===== src/rtl/cntry_road_vehicle_detector_pkg.sv =====
`default_nettype none
// ============================================================================
// Package  : traffic_pkg
// Purpose  : Shared types for the highway/country-road signal controller.
// Revision : 1.0
// ============================================================================
package traffic_pkg;

  typedef enum logic [1:0] {
    red    = 2'd0,
    yellow = 2'd1,
    green  = 2'd2
  } signal_t;

  typedef enum logic [1:0] {
    IDLE    = 2'd0,
    REQUEST = 2'd1,
    SERVING = 2'd2,
    HOLDOFF = 2'd3
  } det_state_t;

  // Width of a counter holding 0..n-1, never narrower than one bit.
  function automatic int cnt_width(input int n);
    return (n <= 2) ? 1 : $clog2(n);
  endfunction

endpackage
`default_nettype wire


===== src/rtl/cntry_road_vehicle_detector_loop_debounce.sv =====
`default_nettype none
// ============================================================================
// Module   : loop_debounce
// Purpose  : Synchronise and debounce one loop sensor; pulse on filtered rise.
// Revision : 1.0
// ============================================================================
module loop_debounce
  import traffic_pkg::*;
#(
  parameter int DEBOUNCE_CYCLES = 4
) (
  input  logic clk,
  input  logic reset,
  input  logic raw,
  output logic level,
  output logic rise_pulse
);

  localparam int CW = cnt_width(DEBOUNCE_CYCLES + 1);
  localparam logic [CW-1:0] CNT_LAST = CW'(DEBOUNCE_CYCLES - 1);

  logic          sync1_q, sync2_q;
  logic          level_q, level_d;
  logic          pulse_q, pulse_d;
  logic [CW-1:0] cnt_q, cnt_d;

  // Counter tracks consecutive synced samples that disagree with the filtered level.
  always_comb begin
    level_d = level_q;
    pulse_d = 1'b0;
    cnt_d   = '0;
    if (sync2_q != level_q) begin
      if (cnt_q == CNT_LAST) begin
        level_d = ~level_q;
        pulse_d = ~level_q;
      end else begin
        cnt_d = cnt_q + 1'b1;
      end
    end
  end

  always_ff @(posedge clk or posedge reset) begin
    if (reset) begin
      sync1_q <= 1'b0;
      sync2_q <= 1'b0;
      level_q <= 1'b0;
      pulse_q <= 1'b0;
      cnt_q   <= '0;
    end else begin
      sync1_q <= raw;
      sync2_q <= sync1_q;
      level_q <= level_d;
      pulse_q <= pulse_d;
      cnt_q   <= cnt_d;
    end
  end

  assign level      = level_q;
  assign rise_pulse = pulse_q;

endmodule
`default_nettype wire


===== src/rtl/cntry_road_vehicle_detector.sv =====
`default_nettype none
// ============================================================================
// Module   : cntry_road_vehicle_detector
// Purpose  : Country-road loop front end: vehicle queue count and car request x.
// Revision : 1.0
// ============================================================================
module cntry_road_vehicle_detector
  import traffic_pkg::*;
#(
  parameter int DEBOUNCE_CYCLES  = 4,
  parameter int QUEUE_W          = 4,
  parameter int MAX_GREEN_CYCLES = 32,
  parameter int HOLDOFF_CYCLES   = 8
) (
  input  logic               clk,
  input  logic               reset,
  input  logic               arr_sensor_raw,
  input  logic               dep_sensor_raw,
  input  logic [1:0]         cntry_road_signal,
  output logic               x,
  output logic [QUEUE_W-1:0] car_count,
  output logic [1:0]         det_state_out,
  output logic               count_err
);

  localparam int GT_W = cnt_width(MAX_GREEN_CYCLES);
  localparam int HT_W = cnt_width(HOLDOFF_CYCLES);
  localparam logic [GT_W-1:0]    GT_LAST = GT_W'(MAX_GREEN_CYCLES - 1);
  localparam logic [HT_W-1:0]    HT_LAST = HT_W'(HOLDOFF_CYCLES - 1);
  localparam logic [QUEUE_W-1:0] CNT_MAX = '1;

  logic arr_ev, dep_ev;
  logic arr_level_unused, dep_level_unused;

  logic [QUEUE_W-1:0] car_count_q, car_count_d;
  logic               count_err_q, count_err_d;
  det_state_t         state_q, state_d;
  logic [GT_W-1:0]    green_timer_q, green_timer_d;
  logic [HT_W-1:0]    hold_timer_q, hold_timer_d;
  logic               x_q, x_d;

  logic is_green, is_red, cnt_nz;

  loop_debounce #(.DEBOUNCE_CYCLES(DEBOUNCE_CYCLES)) u_arr_debounce (
    .clk        (clk),
    .reset      (reset),
    .raw        (arr_sensor_raw),
    .level      (arr_level_unused),
    .rise_pulse (arr_ev)
  );

  loop_debounce #(.DEBOUNCE_CYCLES(DEBOUNCE_CYCLES)) u_dep_debounce (
    .clk        (clk),
    .reset      (reset),
    .raw        (dep_sensor_raw),
    .level      (dep_level_unused),
    .rise_pulse (dep_ev)
  );

  // Encoding 3 is not a legal aspect and is treated as red.
  assign is_green = (cntry_road_signal == green);
  assign is_red   = (cntry_road_signal != green) && (cntry_road_signal != yellow);
  assign cnt_nz   = (car_count_q != '0);

  always_comb begin
    car_count_d = car_count_q;
    count_err_d = count_err_q;
    if (arr_ev && !dep_ev) begin
      if (car_count_q == CNT_MAX) begin
        count_err_d = 1'b1;
      end else begin
        car_count_d = car_count_q + 1'b1;
      end
    end else if (dep_ev && !arr_ev) begin
      if (car_count_q == '0) begin
        count_err_d = 1'b1;
      end else begin
        car_count_d = car_count_q - 1'b1;
      end
    end
  end

  // Next-state logic; the hold timer only survives while in HOLDOFF.
  always_comb begin
    state_d       = state_q;
    green_timer_d = green_timer_q;
    hold_timer_d  = '0;
    case (state_q)
      IDLE: begin
        if (cnt_nz) state_d = REQUEST;
      end
      REQUEST: begin
        if (is_green) begin
          state_d       = SERVING;
          green_timer_d = '0;
        end else if (!cnt_nz) begin
          state_d = IDLE;
        end
      end
      SERVING: begin
        green_timer_d = green_timer_q + 1'b1;
        if (!cnt_nz || (green_timer_q == GT_LAST) || !is_green) state_d = HOLDOFF;
      end
      HOLDOFF: begin
        if (is_red) begin
          if (hold_timer_q == HT_LAST) begin
            state_d = IDLE;
          end else begin
            hold_timer_d = hold_timer_q + 1'b1;
          end
        end
      end
      default: state_d = IDLE;
    endcase
  end

  // x is registered from the next state so it never glitches on state decode.
  always_comb begin
    x_d = (state_d == REQUEST) || (state_d == SERVING);
  end

  always_ff @(posedge clk or posedge reset) begin
    if (reset) begin
      state_q       <= IDLE;
      green_timer_q <= '0;
      hold_timer_q  <= '0;
      x_q           <= 1'b0;
      car_count_q   <= '0;
      count_err_q   <= 1'b0;
    end else begin
      state_q       <= state_d;
      green_timer_q <= green_timer_d;
      hold_timer_q  <= hold_timer_d;
      x_q           <= x_d;
      car_count_q   <= car_count_d;
      count_err_q   <= count_err_d;
    end
  end

  assign x             = x_q;
  assign car_count     = car_count_q;
  assign det_state_out = state_q;
  assign count_err     = count_err_q;

endmodule
`default_nettype wire


===== config.mk =====
export PLATFORM = sky130hd
export DESIGN_NAME = cntry_road_vehicle_detector
export DESIGN_NICKNAME = d
export VERILOG_FILES = /design/src/rtl/cntry_road_vehicle_detector_pkg.sv /design/src/rtl/cntry_road_vehicle_detector_loop_debounce.sv /design/src/rtl/cntry_road_vehicle_detector.sv
export SDC_FILE = /design/constraint.sdc
export NUM_CORES = 1
export LEC_CHECK = 0
export ABC_AREA = 0
export CAP_MARGIN = 10
export CORE_ASPECT_RATIO = 0.75
export CORE_MARGIN = 10
export CORE_UTILIZATION = 54
export DETAILED_ROUTE_END_ITERATION = 8
export MAX_ROUTING_LAYER = met4
export PLACE_DENSITY = 0.76
export SYNTH_ARGS = -nofsm -noshare
export SYNTH_HDL_FRONTEND = slang
export SYNTH_SLANG_ARGS = --single-unit

===== constraint.sdc =====
create_clock -name clk -period 2.7 [get_ports clk]
set_input_delay 0.54 -clock clk [delete_from_list [all_inputs] [get_ports clk]]
set_output_delay 0.54 -clock clk [all_outputs]
set_load 0.02 [all_outputs]

# Word level (Yosys, flattened, before mapping)
# Cells that the tools add are included.
# Widths: inputs -> output; s select.
[totals] out_inout_bits=8 wordCells=92 ff_bits=30 input_bits=6
[op_classes] reduce_logical=21 add_sub_neg=6 mux=28 bitwise_logic=2 eq_ne=19
[ops] cell="$mux 3" count=7
[ops] cell="$mux 4" count=4
[ops] cell="$mux 2" count=6
[ops] cell="$pmux 5 s2" count=1
[ops] cell="$add 3x1->3 const B" count=3
[ops] cell="$eq 2x2->1 const B" count=4
[ops] cell="$mux 1" count=8
[ops] cell="$ne 2x2->1 const B" count=4
[ops] cell="$pmux 2 s4" count=1
[ops] cell="$eq 3x2->1 const B" count=2
[ops] cell="$reduce_and 2->1" count=3
[ops] cell="$reduce_and 3->1" count=2
[ops] cell="$reduce_bool 2->1" count=3
[ops] cell="$add 5x1->5 const B" count=1
[ops] cell="$eq 5x5->1 const B" count=1
[ops] cell="$mux 5" count=1
[ops] cell="$add 4x1->4 const B" count=1
[ops] cell="$eq 2x1->1 const B" count=2
[ops] cell="$eq 4x4->1 const B" count=1
[ops] cell="$logic_not 1->1" count=4
[ops] cell="$logic_not 4->1" count=1
[ops] cell="$ne 2x1->1 const B" count=2
[ops] cell="$reduce_bool 4->1" count=1
[ops] cell="$sub 4x1->4 const B" count=1
[ops] cell="other kinds (6)" count=12

# Depth between registers and ports, before layout
[logic_depth] word_depth=8 depth_mapped=8 ltp_nobuf=8

# Modules after synthesis
# Synthesis repeated with hierarchy kept, for this count alone.
[hier_totals] cells_unflattened=119 hier_area_um2=1406.3
[by_module_without_submodules] mod="cntry_road_vehicle_detector" area_per_inst_um2=885.8 cells_per_inst=87 seq_area_each_um2=400.4 instances=1
[by_module_without_submodules] mod="loop_debounce" area_per_inst_um2=260.2 cells_per_inst=16 seq_area_each_um2=175.2 instances=2

# Worst setup path after synthesis
# No wires, ideal clock.
[synth_timing] kind="flip-flop to flip-flop" startpoint="register u_dep_debounce.pulse_q, in the netlist u_dep_debounce.rise_pulse" endpoint="register car_count_q[3], in the netlist car_count[3]" arrival_time_ns=1.882 synth_period_minus_slack_ns=1.969 setup_time_ns=0.087 stages_incl_launch_ff=9 required_time_ns=2.613 slack_ns=0.731 path_buffers=0 path_cell_list="dfrtp_1 > inv_1 > ha_1 > inv_1 > ha_1 > a21o_2 > a21oi_1 > mux2_2 > a22oi_1"
[synth_between] elab_chain_len=4 elab_cells_between_ends=8 classes_between="eq/ne (2); mux (1); reduce/logical (5)"
[synth_rtl] element="start, declared" line_no="cntry_road_vehicle_detector_loop_debounce.sv:24" text="logic pulse_q, pulse_d;"
[synth_rtl] element="start signal, assigned" line_no="cntry_road_vehicle_detector_loop_debounce.sv:53" text="pulse_q <= pulse_d;"
[synth_rtl] element="$logic_not 1->1" line_no="cntry_road_vehicle_detector.sv:68" text="if (arr_ev && !dep_ev) begin"
[synth_rtl] element="$logic_and 1x1->1" line_no="cntry_road_vehicle_detector.sv:68"
[synth_rtl] element="$ne 2x2->1 (no line) or $reduce_bool 2->1 (tied branches)"
[synth_rtl] element="$reduce_and 3->1 (no line)"
[synth_rtl] element="end signal, assigned" line_no="cntry_road_vehicle_detector.sv:135" text="car_count_q <= car_count_d;"
[synth_rtl] element="end, declared" line_no="cntry_road_vehicle_detector.sv:35" text="logic [QUEUE_W-1:0] car_count_q, car_count_d;"
# Parallel ways exist; a longest one is shown, timed or not.
# A chain may end at the register's enable or synchronous reset.

# Worst setup path in the final report
# Ends and elaborated chain as after synthesis.

==> results.md <==
Logic synthesis:
- In this run, distinct cell masters in the synthesized netlist total 34.
- A synthesized cell averages 11.8 µm².
- The portion of the post-synthesis area used by sequential elements is 0.542.
- The total of warnings raised by yosys is 0.
- Synthesis inferred 30 register bits.
- The synthesized area is 1380 µm².
- Synthesis produced a netlist whose cell count is 117.
- When the netlist entered floorplanning its net count stood at 134.

Placed design:
- The HPWL after detailed placement is 1.61 mm.
- The cell area reported after detailed placement is 1560 µm².
- During placement, the flow inserted port buffers numbering 13.
- The worst-case setup slack after placement is 0.605 ns.
- Routability-driven placement finished with a final weighted congestion of 0.761.
- The number of placed instances with taps included is 163.

Timing:
- Setup slack on the critical path of the routed design comes to 0.581 ns.
- The tightest slew margin relative to the limit is 0.681.
- For the finished layout, the period the worst path requires is 2.12 ns.
- Static timing analysis puts the maximum clock frequency at 472 MHz.
- The final-report hold violation count is 0.
- In the final timing run, aggregate negative setup slack is 0 ns.
- Hold is met by 0.362 ns.
- Setup repair after global routing left no endpoint under its margin.
- The final count of pins violating max slew is 0.
- In the finished design, the share of the clock period the worst path needs comes to 0.785.
- The final worst clock skew is 0.00481 ns.
- The final number of setup-violating endpoints is 0.
- The slew of the pin with the lowest slew margin is 0.475 ns.

Floorplanning:
- The effective utilization at floorplan is 0.585.
- 14 I/O pins were placed.
- The floorplan step defined a die boundary enclosing 5010 µm².
- The core region is 2360 µm².
- The die span in x is 78.5 µm.
- The vertical extent of the die is 63.8 µm.
- Row generation in the floorplan step produced 15 rows.

Setup path:
- For the worst setup path, the data arrival time is 2.36 ns.
- The worst-case reg-to-reg path depth is 8.
- Across all register-to-register paths, the minimum setup slack is 0.58 ns.
- The worst register-to-register path begins at u_dep_debounce.rise_pulse$_DFF_PP0_.
- The critical path starts at u_dep_debounce.rise_pulse$_DFF_PP0_.
- The type of element capturing the critical path is a flop.
- STA classifies the critical path startpoint as a flop.
- The required time at the worst-slack endpoint is 2.94 ns.
- In this run the worst path has a maximum fanout of 6.
- By startpoint and endpoint, the worst setup path is classified as reg -> reg.

Pwr:
- The switching fraction of total power is 0.339.
- The analysis attributes to net switching a power of 588 µW.
- Of the total power, combinational logic draws 0.363.
- The power density over the cells is 1060 nW/µm².
- The leakage power total is 0.779 nW.
- The power share of the clock group is 0.206.
- The internal power component is 1.15 mW.
- The worst-case IR drop observed on VDD is 0.432 mV.
- The part of the total power dissipated in sequential elements is 0.430.
- The total power of the final layout is 1.74 mW.

Route:
- The number of nets still failing antenna checks after routing is 0.
- After detailed routing, the total wire length is 2.17 mm.
- Dividing the detail-routed wire length by the instance count gives 12.8 µm.
- The detailed router finished its first iteration with 75 violations.
- Across all layers, the routed design uses 868 vias.
- For this run, the detailed router's first-pass iteration total came to 4.
- The via-per-instance ratio is 5.11.
- The DRC violation count after routing is 0.

Finish:
- Fill cells in the final layout number 179.
- The count of cells in the finished layout, fillers not included, comes to 170.
- The core utilization of the finished layout is 0.693.
- The fraction of layout cells with a size suffix above 1 is 0.125.
- The antenna cell count is 0.
- The post-route cell area is 1640 µm².
- The signed area change from the synthesized netlist to the final layout is 18.4%.
- For this run, the post-layout net count is 153.

Clocking:
- After clock tree synthesis, the clock-pin slew on the worst setup and hold paths is 0.09 ns.
- The clock passes through at most 2 buffers.
- The clock network latency to the later pin of the worst-skew pair is 0.31 ns.
- Buffers inserted to repair hold after CTS numbered 0.
- The total setup buffers inserted after CTS is 0.
- The tree is rooted in a sky130_fd_sc_hd__clkbuf_4.
- The TritonCTS clock tree is done.
- The H-tree was split into 2 levels.
- The clock sink total is 30.
- The clock buffer count from CTS is 5.
- Once the clock tree was built, the resizer swapped 0 gates to a different size.

Global routing:
- The number of global-route vias before repair is 832.
- The initial antenna violation count is 0.
- The total track usage is 0.0940.
- The first global-routing pass estimated 3.68 mm of wire.
- The pin count of the biggest net entering global routing is 31.
- The global route total overflow is 0.

Worst hold path:
- The hold path startpoint is u_arr_debounce.sync1_q$_DFF_PP0_.
- The worst hold path was traced through 0 stages.
- The worst hold path class is reg -> reg.

Outcome:
- The run finished with clean final reports.

Flow run:
- Max-cap violations in this run came to 0.
==> registers in the layout, summed over array words and instances, names as in the netlist <==
signal,count
u_dep_debounce.level,1
u_arr_debounce.sync1_q,1
x,1
u_arr_debounce.sync2_q,1
u_arr_debounce.cnt_q,3
u_dep_debounce.cnt_q,3
count_err,1
hold_timer_q,3
u_arr_debounce.level,1
green_timer_q,5
u_dep_debounce.rise_pulse,1
det_state_out,2
u_dep_debounce.sync2_q,1
u_dep_debounce.sync1_q,1
u_arr_debounce.rise_pulse,1
car_count,4
==> critical path, cell delays in order, from the launching register on <==
cell                      delay, ns
sky130_fd_sc_hd__dfrtp_1       0.36
sky130_fd_sc_hd__inv_1         0.05
sky130_fd_sc_hd__ha_1          0.23
sky130_fd_sc_hd__inv_1         0.15
sky130_fd_sc_hd__ha_1          0.30
sky130_fd_sc_hd__a21o_2        0.21
sky130_fd_sc_hd__a21oi_1       0.23
sky130_fd_sc_hd__mux2_2        0.37
sky130_fd_sc_hd__a22oi_1       0.14
==> cell type report <==
type                       count  area [µm²]  share of cell area
clock inverter                 1        30.0              0.0183
sequential                    30         751               0.458
clock buffer                   6        51.3              0.0313
tap                           34        42.5              0.0260
multi-input combinational     76         592               0.361
inverter                       9        33.8              0.0206
timing repair buffer          14         138              0.0840
==> cells in the final DEF, fill, tap and decap left out, types with 4 or more instances in the layout <==
master and instances:
sky130_fd_sc_hd__xnor2_1 4, sky130_fd_sc_hd__dfrtp_1 30, sky130_fd_sc_hd__nor2b_1 4, sky130_fd_sc_hd__nor3_1 5
sky130_fd_sc_hd__inv_1 9, sky130_fd_sc_hd__clkdlybuf4s50_1 13, sky130_fd_sc_hd__nor3b_1 4, sky130_fd_sc_hd__a21oi_1 6
sky130_fd_sc_hd__ha_1 10, sky130_fd_sc_hd__nor2_1 8, sky130_fd_sc_hd__clkbuf_4 5
==> cells by family (layout without fill, tap and decap cells) <==
family	after synthesis	count (layout)	share of synthesized area
buffers and inverters	11	30	0.0298
AND/OR/NAND/NOR	37	37	0.155
AO/OA/AOI/OAI	16	16	0.0760
flip-flops	30	30	0.542
multiplexers	7	7	0.0606
XOR/XNOR	5	5	0.0316
adder cells (fa/ha/maj)	11	11	0.105
==> synthesized netlist by cell type (all sizes together) <==
cell / count / share of area
a21o: 1 / 0.0063
a21oi: 6 / 0.022
a221oi: 1 / 0.0063
a22oi: 1 / 0.0054
a311o: 1 / 0.0081
a31oi: 2 / 0.0090
and3: 2 / 0.0090
and3b: 2 / 0.013
and4: 1 / 0.0063
clkbuf: 2 / 0.0054
dfrtp: 30 / 0.54
fa: 1 / 0.014
ha: 10 / 0.090
inv: 9 / 0.024
mux2: 5 / 0.046
mux2i: 2 / 0.014
nand2: 3 / 0.0081
nand3: 3 / 0.011
nor2: 9 / 0.026
nor2b: 4 / 0.018
nor3: 5 / 0.018
nor3b: 4 / 0.022
nor4: 1 / 0.0045
nor4b: 1 / 0.0063
o21a: 1 / 0.0054
o21ai: 1 / 0.0036
o21bai: 1 / 0.0054
o22ai: 1 / 0.0045
or2: 1 / 0.0045
or4: 1 / 0.0081
xnor2: 4 / 0.025
xor2: 1 / 0.0063
==> metal layers <==
metal  wire (µm)  GRT usage
met3         123     0.0475
met1        1080      0.108
met2         956      0.138
met4          14     0.0335
met5           0          -
==> final timing paths <==
check | end
max in group asynchronous | u_arr_debounce.sync1_q$_DFF_PP0_
hold reg to reg | u_arr_debounce.sync2_q$_DFF_PP0_
min in group asynchronous | green_timer_q[0]$_DFFE_PP0P_
setup / recovery | car_count[3]$_DFFE_PP0P_
hold / removal | u_arr_debounce.sync2_q$_DFF_PP0_
setup reg to reg | car_count[3]$_DFFE_PP0P_
==> power by group through the flow <==
stage,clock (mW),combinational (mW),sequential [mW]
floorplan,0,0.423,0.764
global placement,0,0.619,0.748
detailed placement,0,0.641,0.755
CTS,0.367,0.643,0.746
global route,0.389,0.700,0.772
finish,0.358,0.631,0.747
Note: power is estimated with default switching activity, not from simulation.
